--- src/rtl/regfile_write_sequencer_if.sv ---
// ---------------------------------------------------------------------------
// regfile_write_sequencer_if
//
// Handshake and register-file write bus of the write-back sequencer.
//
// Signals:
//   in_valid  producer -> sequencer  request present
//   in_ready  sequencer -> producer  request accepted when valid && ready
//   in_dstE   producer -> sequencer  E destination (4'hF = none)
//   in_dstM   producer -> sequencer  M destination (4'hF = none)
//   in_valE   producer -> sequencer  ALU result
//   in_valM   producer -> sequencer  memory read data
//   in_cnd    producer -> sequencer  condition flag, 0 cancels the E write
//   rf_we     sequencer -> regfile   write enable
//   rf_waddr  sequencer -> regfile   write address
//   rf_wdata  sequencer -> regfile   write data
//   done      sequencer -> producer  one-cycle retirement pulse
//   wb_count  sequencer -> observer  retired-request counter (wrapping)
//
// Modports: master = producer / observer side, slave = sequencer.
// ---------------------------------------------------------------------------
interface regfile_write_sequencer_if;
   logic        in_valid;
   logic        in_ready;
   logic [3:0]  in_dstE;
   logic [3:0]  in_dstM;
   logic [63:0] in_valE;
   logic [63:0] in_valM;
   logic        in_cnd;
   logic        rf_we;
   logic [3:0]  rf_waddr;
   logic [63:0] rf_wdata;
   logic        done;
   logic [15:0] wb_count;

   modport master (
      output in_valid, in_dstE, in_dstM, in_valE, in_valM, in_cnd,
      input  in_ready, rf_we, rf_waddr, rf_wdata, done, wb_count
   );

   modport slave (
      input  in_valid, in_dstE, in_dstM, in_valE, in_valM, in_cnd,
      output in_ready, rf_we, rf_waddr, rf_wdata, done, wb_count
   );
endinterface

--- src/rtl/regfile_write_sequencer.sv ---
// ---------------------------------------------------------------------------
// regfile_write_sequencer
//
// Serialises the (up to) two write-back results of one instruction onto a
// single register-file write port: E result first, then M result, then a
// one-cycle done pulse. Moore FSM, so every output is a function of the state
// register and the request registers latched on acceptance.
//
// Ports:
//   clk  system clock, rising edge
//   rst  asynchronous active-high reset
//   bus  regfile_write_sequencer_if.slave (request handshake, regfile write
//        port, done pulse, wb_count)
// ---------------------------------------------------------------------------
module regfile_write_sequencer (
   input  logic                      clk,
   input  logic                      rst,
   regfile_write_sequencer_if.slave  bus
);

   localparam logic [3:0] REG_NONE = 4'hF;

   typedef enum logic [1:0] {
      IDLE = 2'd0,
      WR_E = 2'd1,
      WR_M = 2'd2,
      DONE = 2'd3
   } state_t;

   state_t      state_reg, state_next;

   logic [3:0]  dst_e_reg, dst_m_reg;
   logic [63:0] val_e_reg, val_m_reg;
   logic        eff_m_reg;

   logic [15:0] wb_count_reg;

   // Request decode, only meaningful in IDLE.
   logic accept;
   logic eff_e_in, eff_m_in, issue_e_in;

   assign accept   = bus.in_valid && (state_reg == IDLE);
   assign eff_e_in = (bus.in_dstE != REG_NONE) && bus.in_cnd;
   assign eff_m_in = (bus.in_dstM != REG_NONE);
   // Same destination on both ports: the M value wins (popq %rsp), so the
   // E write is suppressed entirely rather than being overwritten later.
   assign issue_e_in = eff_e_in && !(eff_m_in && (bus.in_dstE == bus.in_dstM));

   // ---------------- state register ----------------
   always_ff @(posedge clk or posedge rst) begin
      if (rst) begin
         state_reg <= IDLE;
      end else begin
         state_reg <= state_next;
      end
   end

   // ---------------- next-state logic ----------------
   always_comb begin
      state_next = state_reg;
      case (state_reg)
         IDLE: begin
            if (accept) begin
               if (issue_e_in)      state_next = WR_E;
               else if (eff_m_in)   state_next = WR_M;
               else                 state_next = DONE;
            end
         end
         WR_E:    state_next = eff_m_reg ? WR_M : DONE;
         WR_M:    state_next = DONE;
         DONE:    state_next = IDLE;
         default: state_next = IDLE;
      endcase
   end

   // ---------------- request latch ----------------
   // Loaded only on acceptance; held untouched while the request is sequenced.
   always_ff @(posedge clk or posedge rst) begin
      if (rst) begin
         dst_e_reg <= REG_NONE;
         dst_m_reg <= REG_NONE;
         val_e_reg <= 64'h0;
         val_m_reg <= 64'h0;
         eff_m_reg <= 1'b0;
      end else if (accept) begin
         dst_e_reg <= bus.in_dstE;
         dst_m_reg <= bus.in_dstM;
         val_e_reg <= bus.in_valE;
         val_m_reg <= bus.in_valM;
         eff_m_reg <= eff_m_in;
      end
   end

   // ---------------- retirement counter ----------------
   // Free-running wrap at 16 bits; one increment per DONE cycle.
   always_ff @(posedge clk or posedge rst) begin
      if (rst) begin
         wb_count_reg <= 16'h0000;
      end else if (state_reg == DONE) begin
         wb_count_reg <= wb_count_reg + 16'h0001;
      end
   end

   // ---------------- Moore outputs ----------------
   logic        rf_we_next;
   logic [3:0]  rf_waddr_next;
   logic [63:0] rf_wdata_next;
   logic        done_next;
   logic        in_ready_next;

   always_comb begin
      rf_we_next    = 1'b0;
      rf_waddr_next = REG_NONE;
      rf_wdata_next = 64'h0;
      done_next     = 1'b0;
      in_ready_next = 1'b0;
      case (state_reg)
         IDLE: in_ready_next = 1'b1;
         WR_E: begin
            rf_we_next    = 1'b1;
            rf_waddr_next = dst_e_reg;
            rf_wdata_next = val_e_reg;
         end
         WR_M: begin
            rf_we_next    = 1'b1;
            rf_waddr_next = dst_m_reg;
            rf_wdata_next = val_m_reg;
         end
         DONE: done_next = 1'b1;
         default: ;
      endcase
   end

   assign bus.in_ready = in_ready_next;
   assign bus.rf_we    = rf_we_next;
   assign bus.rf_waddr = rf_waddr_next;
   assign bus.rf_wdata = rf_wdata_next;
   assign bus.done     = done_next;
   assign bus.wb_count = wb_count_reg;

endmodule

--- src/flat_wrapper.sv ---
// flat-port wrapper written by rule: the top's interface ports become plain ports
module regfile_write_sequencer_flat 
  (clk, rst, bus_in_valid, bus_in_dstE, bus_in_dstM, bus_in_valE, bus_in_valM, bus_in_cnd, bus_in_ready, bus_rf_we, bus_rf_waddr, bus_rf_wdata, bus_done, bus_wb_count);
  regfile_write_sequencer_if bus_i ();
  input  logic clk;
  input  logic rst;
  input wire logic [$bits(bus_i.in_valid)-1:0] bus_in_valid;
  input wire logic [$bits(bus_i.in_dstE)-1:0] bus_in_dstE;
  input wire logic [$bits(bus_i.in_dstM)-1:0] bus_in_dstM;
  input wire logic [$bits(bus_i.in_valE)-1:0] bus_in_valE;
  input wire logic [$bits(bus_i.in_valM)-1:0] bus_in_valM;
  input wire logic [$bits(bus_i.in_cnd)-1:0] bus_in_cnd;
  output wire logic [$bits(bus_i.in_ready)-1:0] bus_in_ready;
  output wire logic [$bits(bus_i.rf_we)-1:0] bus_rf_we;
  output wire logic [$bits(bus_i.rf_waddr)-1:0] bus_rf_waddr;
  output wire logic [$bits(bus_i.rf_wdata)-1:0] bus_rf_wdata;
  output wire logic [$bits(bus_i.done)-1:0] bus_done;
  output wire logic [$bits(bus_i.wb_count)-1:0] bus_wb_count;
  assign bus_i.in_valid = bus_in_valid;
  assign bus_i.in_dstE = bus_in_dstE;
  assign bus_i.in_dstM = bus_in_dstM;
  assign bus_i.in_valE = bus_in_valE;
  assign bus_i.in_valM = bus_in_valM;
  assign bus_i.in_cnd = bus_in_cnd;
  assign bus_in_ready = bus_i.in_ready;
  assign bus_rf_we = bus_i.rf_we;
  assign bus_rf_waddr = bus_i.rf_waddr;
  assign bus_rf_wdata = bus_i.rf_wdata;
  assign bus_done = bus_i.done;
  assign bus_wb_count = bus_i.wb_count;
  regfile_write_sequencer u_core (.clk(clk), .rst(rst), .bus(bus_i));
endmodule
--- config.mk ---
export PLATFORM = sky130hd
export DESIGN_NAME = regfile_write_sequencer_flat
export DESIGN_NICKNAME = d
export VERILOG_FILES = /design/src/rtl/regfile_write_sequencer_if.sv /design/src/rtl/regfile_write_sequencer.sv /design/src/flat_wrapper.sv
export SDC_FILE = /design/constraint.sdc
export NUM_CORES = 1
export LEC_CHECK = 0
export ABC_AREA = 1
export BUFFER_PORTS_ARGS = -buffer_cell sky130_fd_sc_hd__buf_2
export CAP_MARGIN = 20
export CORE_MARGIN = 5
export CORE_UTILIZATION = 51
export CTS_CLUSTER_DIAMETER = 40
export DETAILED_ROUTE_END_ITERATION = 7
export GPL_TIMING_DRIVEN = 0
export PLACE_DENSITY = 0.76
export SLEW_MARGIN = 10
export SYNTH_ARGS = -nofsm -noshare
export SYNTH_HDL_FRONTEND = slang
export SYNTH_SLANG_ARGS = --single-unit
export TNS_END_PERCENT = 10
--- constraint.sdc ---
create_clock -name clk -period 7.1 [get_ports clk]
set_input_delay 1.42 -clock clk [delete_from_list [all_inputs] [get_ports clk]]
set_output_delay 1.42 -clock clk [all_outputs]
set_load 0.02 [all_outputs]
==> flow_results.org <==
** Place
- Buffers placed on the I/O ports in this run total 226.
- At the end of routability-driven placement, the weighted congestion stood at between 0.8 and 0.9.
- Counting tap cells, the placed design contains a total of 1,337 instances.
- Half-perimeter wire length after detailed placement :: 15,000 µm
- Setup slack at placement :: 3.68 ns

** Synth
- Count of warnings emitted by yosys :: 0
- In this run the cell area of the synthesized design comes to between 0.007 and 0.008 mm².
- Portion of synthesized cell area occupied by the leading cell type :: 0.516
- The share of the Yosys chip area taken by registers is 0.546.
- The netlist uses 26 different library cells.
- In the synthesized netlist, the number of instances is 930.
- After synthesis the netlist holds a flip-flop and latch count of between 150 and 200.
- The synthesized design spends more area on one cell type than any other, namely sky130_fd_sc_hd__dfrtp_1.
- Counting every net in the synthesized netlist gives ~1,100.
- Top area cells in the synthesized netlist :: sky130_fd_sc_hd__dfrtp_1 (52%), sky130_fd_sc_hd__nand2_1 (30%), sky130_fd_sc_hd__a21oi_1 (4.6%)
- Average cell area after synthesis :: between 7 and 8 µm²

** Clocking
- Buffers inserted during clock tree synthesis total 17.
- TritonCTS built the clock tree.
- Clock latency reported for the late side of the worst-skew pair :: 0.43 ns
- After clock tree synthesis, the clock-pin slew on the worst setup and hold paths is around 0.06 ns.
- The H-tree generated during clock tree synthesis spans 4 levels.
- No sink is reached through more buffers than the 2 on the longest clock path.
- Clock tree sinks :: 155
- Setup fix buffers added after clock tree synthesis :: 0
- CTS-repair resized insts :: 0
- Clock Root Buffer :: sky130_fd_sc_hd__clkbuf_16
- For this design, the CTS-stage hold fixing added 0 buffers.

** GRT
- Antenna violations before repair :: 1
- Total global routing overflow :: 0
- Across every metal layer, demand over resource in global routing totals 0.257.
- The first global-routing pass estimated around 33,000 µm of wire.
- Entering global routing, the biggest net connects 85 pins.
- Via count of the first global-routing pass :: 6,576

** Setup path
- R2R setup slack :: roughly 5.3 ns
- Critical path endpoint category :: primary output
- In this run the critical register-to-register path is launched from u_core.state_reg[0].
- Worst r2r dst :: u_core.val_e_reg[62]
- Following the worst setup path forward leads to its endpoint at bus_rf_wdata[51].
- Required time of the critical path :: 5.68 ns
- In this run the worst path has a maximum fanout of 10.
- The worst setup path is launched from a flip-flop.
- Worst Path Class, Setup :: flip-flop to primary output
- R2R cell count :: 7
- In this run the worst setup path begins at u_core.state_reg[0].
- Data arrival, critical path :: 2.48 ns

** Layout
- Fin util :: 0.666
- The library cells used most frequently in the layout, excluding fill and tap cells, are sky130_fd_sc_hd__nand2_1 (566), sky130_fd_sc_hd__buf_2 (247), sky130_fd_sc_hd__dfrtp_1 (147), sky130_fd_sc_hd__a21oi_1 (66), sky130_fd_sc_hd__inv_1 (24).
- Leaving out fill and tap cells, the most frequent cell in the layout is sky130_fd_sc_hd__nand2_1.
- Area Growth Syn to Fin :: 28.8%
- After the flow finishes, the layout carries non-filler instances totaling 1,370.
- Of the cells placed in the final design, the portion with a size suffix greater than 1 is 0.257.
- The final layout contains between 1,000 and 1,500 nets.

** Routing
- Post-detailed-routing wire length :: 21,100 µm
- After detailed routing, the average wire length per cell comes to between 15 and 20 µm.
- Length of the first detailed-routing pass in iterations :: 7
- In the routed design, unresolved DRC markers number 0.
- Via-to-Cell Ratio :: 4.97
- Total via count after detailed routing :: 6,815
- In this run, the number of DRC markers left after iteration 0 of detailed routing was 557.
- Residual antenna-violating net count after detailed routing :: 0

** Timing
- Worst hold slack across all endpoints :: 0.470 ns
- Number of max-slew violations in the final report :: 0
- Final Critical Period :: 3.90 ns
- Achievable Freq :: approximately 0.26 GHz
- RSZ-0062 raised after global routing :: false
- Transition time at the pin with the least slew margin :: about 0.64 ns
- Setup slack closes at 3.20 ns.
- The worst pin sits at a relative slew slack of 0.577.
- The final count of hold timing violations was 0.
- Between clock sinks in the finished design, the worst skew comes to 0.00673 ns.
- Setup violations remaining at the end of the flow were counted as 0.
- Dividing the final minimum period by the clock period gives 0.549.

** Job
- Max-cap violations in this run came to 0.

** Outcome
- The run finished with clean final reports.

** Floorplan
- Measured along the y axis, the die boundary spans 128 µm.
- The initialized floorplan defines 43 standard-cell rows.
- Starting density of the core :: 0.517
- The region available for standard cell placement spans 0.0138 mm².
- From left edge to right edge, the die measures 128 µm.
- Area of the die :: roughly 0.016 mm²
- 227 I/O pins were placed.

** Hold path
- Counting instances, the worst hold path has a depth of 2.
- HP Class :: flip-flop to flip-flop

** Power and ir drop
- After layout, the design draws a total of 4.25 mW.
- In this run the power density over the cells is 463 mW/mm².
- For this design the static power due to leakage is 5.12 nW.
- Max rail drop VDD :: 0.259 mV
logic make-up (layout without fill, tap and decap cells):
kind of cell               Yosys count  after routing  share of synthesized area
and+or+nand+nor                    597            597                      0.320
other                                0              1                          0
AOI/OAI and AO/OA                   81             81                     0.0604
xor gates and xnor gates            12             12                     0.0147
buffers and inverters               80            339                     0.0506
DFF                                155            155                      0.546
adders and majority gates            5              5                    0.00878
cell type report:
cell class                      instances  area, µm²
Timing Repair Buffer                  227       1160
Antenna cell                            1       2.50
Clock inverter                         13        214
Multi-Input combinational cell        695       2880
Inverter                               28        113
Clock buffer                           19        443
Fill cell                            1230       4600
Sequential cell                       155       3890
Tap cell                              180        225
Buffer                                 52        255
per-stage QoR:
step	area [µm²]	TNS, ns
6_report	9180	0
5_1_grt	9180	0
4_1_cts	9180	0
3_5_place_dp	8520	0
3_3_place_gp	8480	-26.06
2_1_floorplan	7130	0
power by group:
| part | switching [mW] | total [mW] | internal, mW |
|---|---|---|---|
| registers | 0.218 | 1.51 | 1.29 |
| clock network | 0.371 | 1.01 | 0.637 |
| logic | 1.19 | 1.74 | 0.543 |
cell usage after synthesis, drive strengths merged:
library cell / count
a21oi: 66
a221o: 4
buf: 31
clkbuf: 21
clkinv: 1
dfrtp: 147
dfstp: 8
ha: 5
inv: 27
nand2: 569
nand3: 7
nand4: 3
nor2: 16
nor3: 2
o21a: 1
o21ai: 8
o22ai: 2
xnor2: 4
xor2: 8
metal layers:
layer | track usage | wire length (µm) | vias up
li1 | - | - | 3343
met1 | 0.332 | 8890 | 3157
met2 | 0.420 | 10200 | 280
met3 | 0.0558 | 1570 | 35
met4 | 0.107 | 458 | 0
met5 | 0 | 0 | -
worst min-delay path by stage:
stage / from / endpoint / slack (ns)
floorplan: u_core.dst_m_reg[2] / u_core.dst_m_reg[2] / 0.45
global placement: u_core.dst_e_reg[2] / u_core.dst_e_reg[2] / 0.46
detailed placement: u_core.dst_e_reg[2] / u_core.dst_e_reg[2] / 0.46
CTS: u_core.dst_e_reg[2] / u_core.dst_e_reg[2] / 0.47
global route: u_core.dst_e_reg[2] / u_core.dst_e_reg[2] / 0.49
finish: u_core.dst_e_reg[2] / u_core.dst_e_reg[2] / 0.47
worst max-delay path, cell delays in order, from the launching register on:
cell and delay [ns]:
sky130_fd_sc_hd__dfrtp_1 0.39, sky130_fd_sc_hd__inv_1 0.09, sky130_fd_sc_hd__ha_1 0.32, sky130_fd_sc_hd__clkinv_1 0.14, sky130_fd_sc_hd__buf_2 0.25, sky130_fd_sc_hd__buf_1 0.52, sky130_fd_sc_hd__a21oi_1 0.13, sky130_fd_sc_hd__buf_2 0.20
Note: power is estimated with default switching activity, not from simulation.
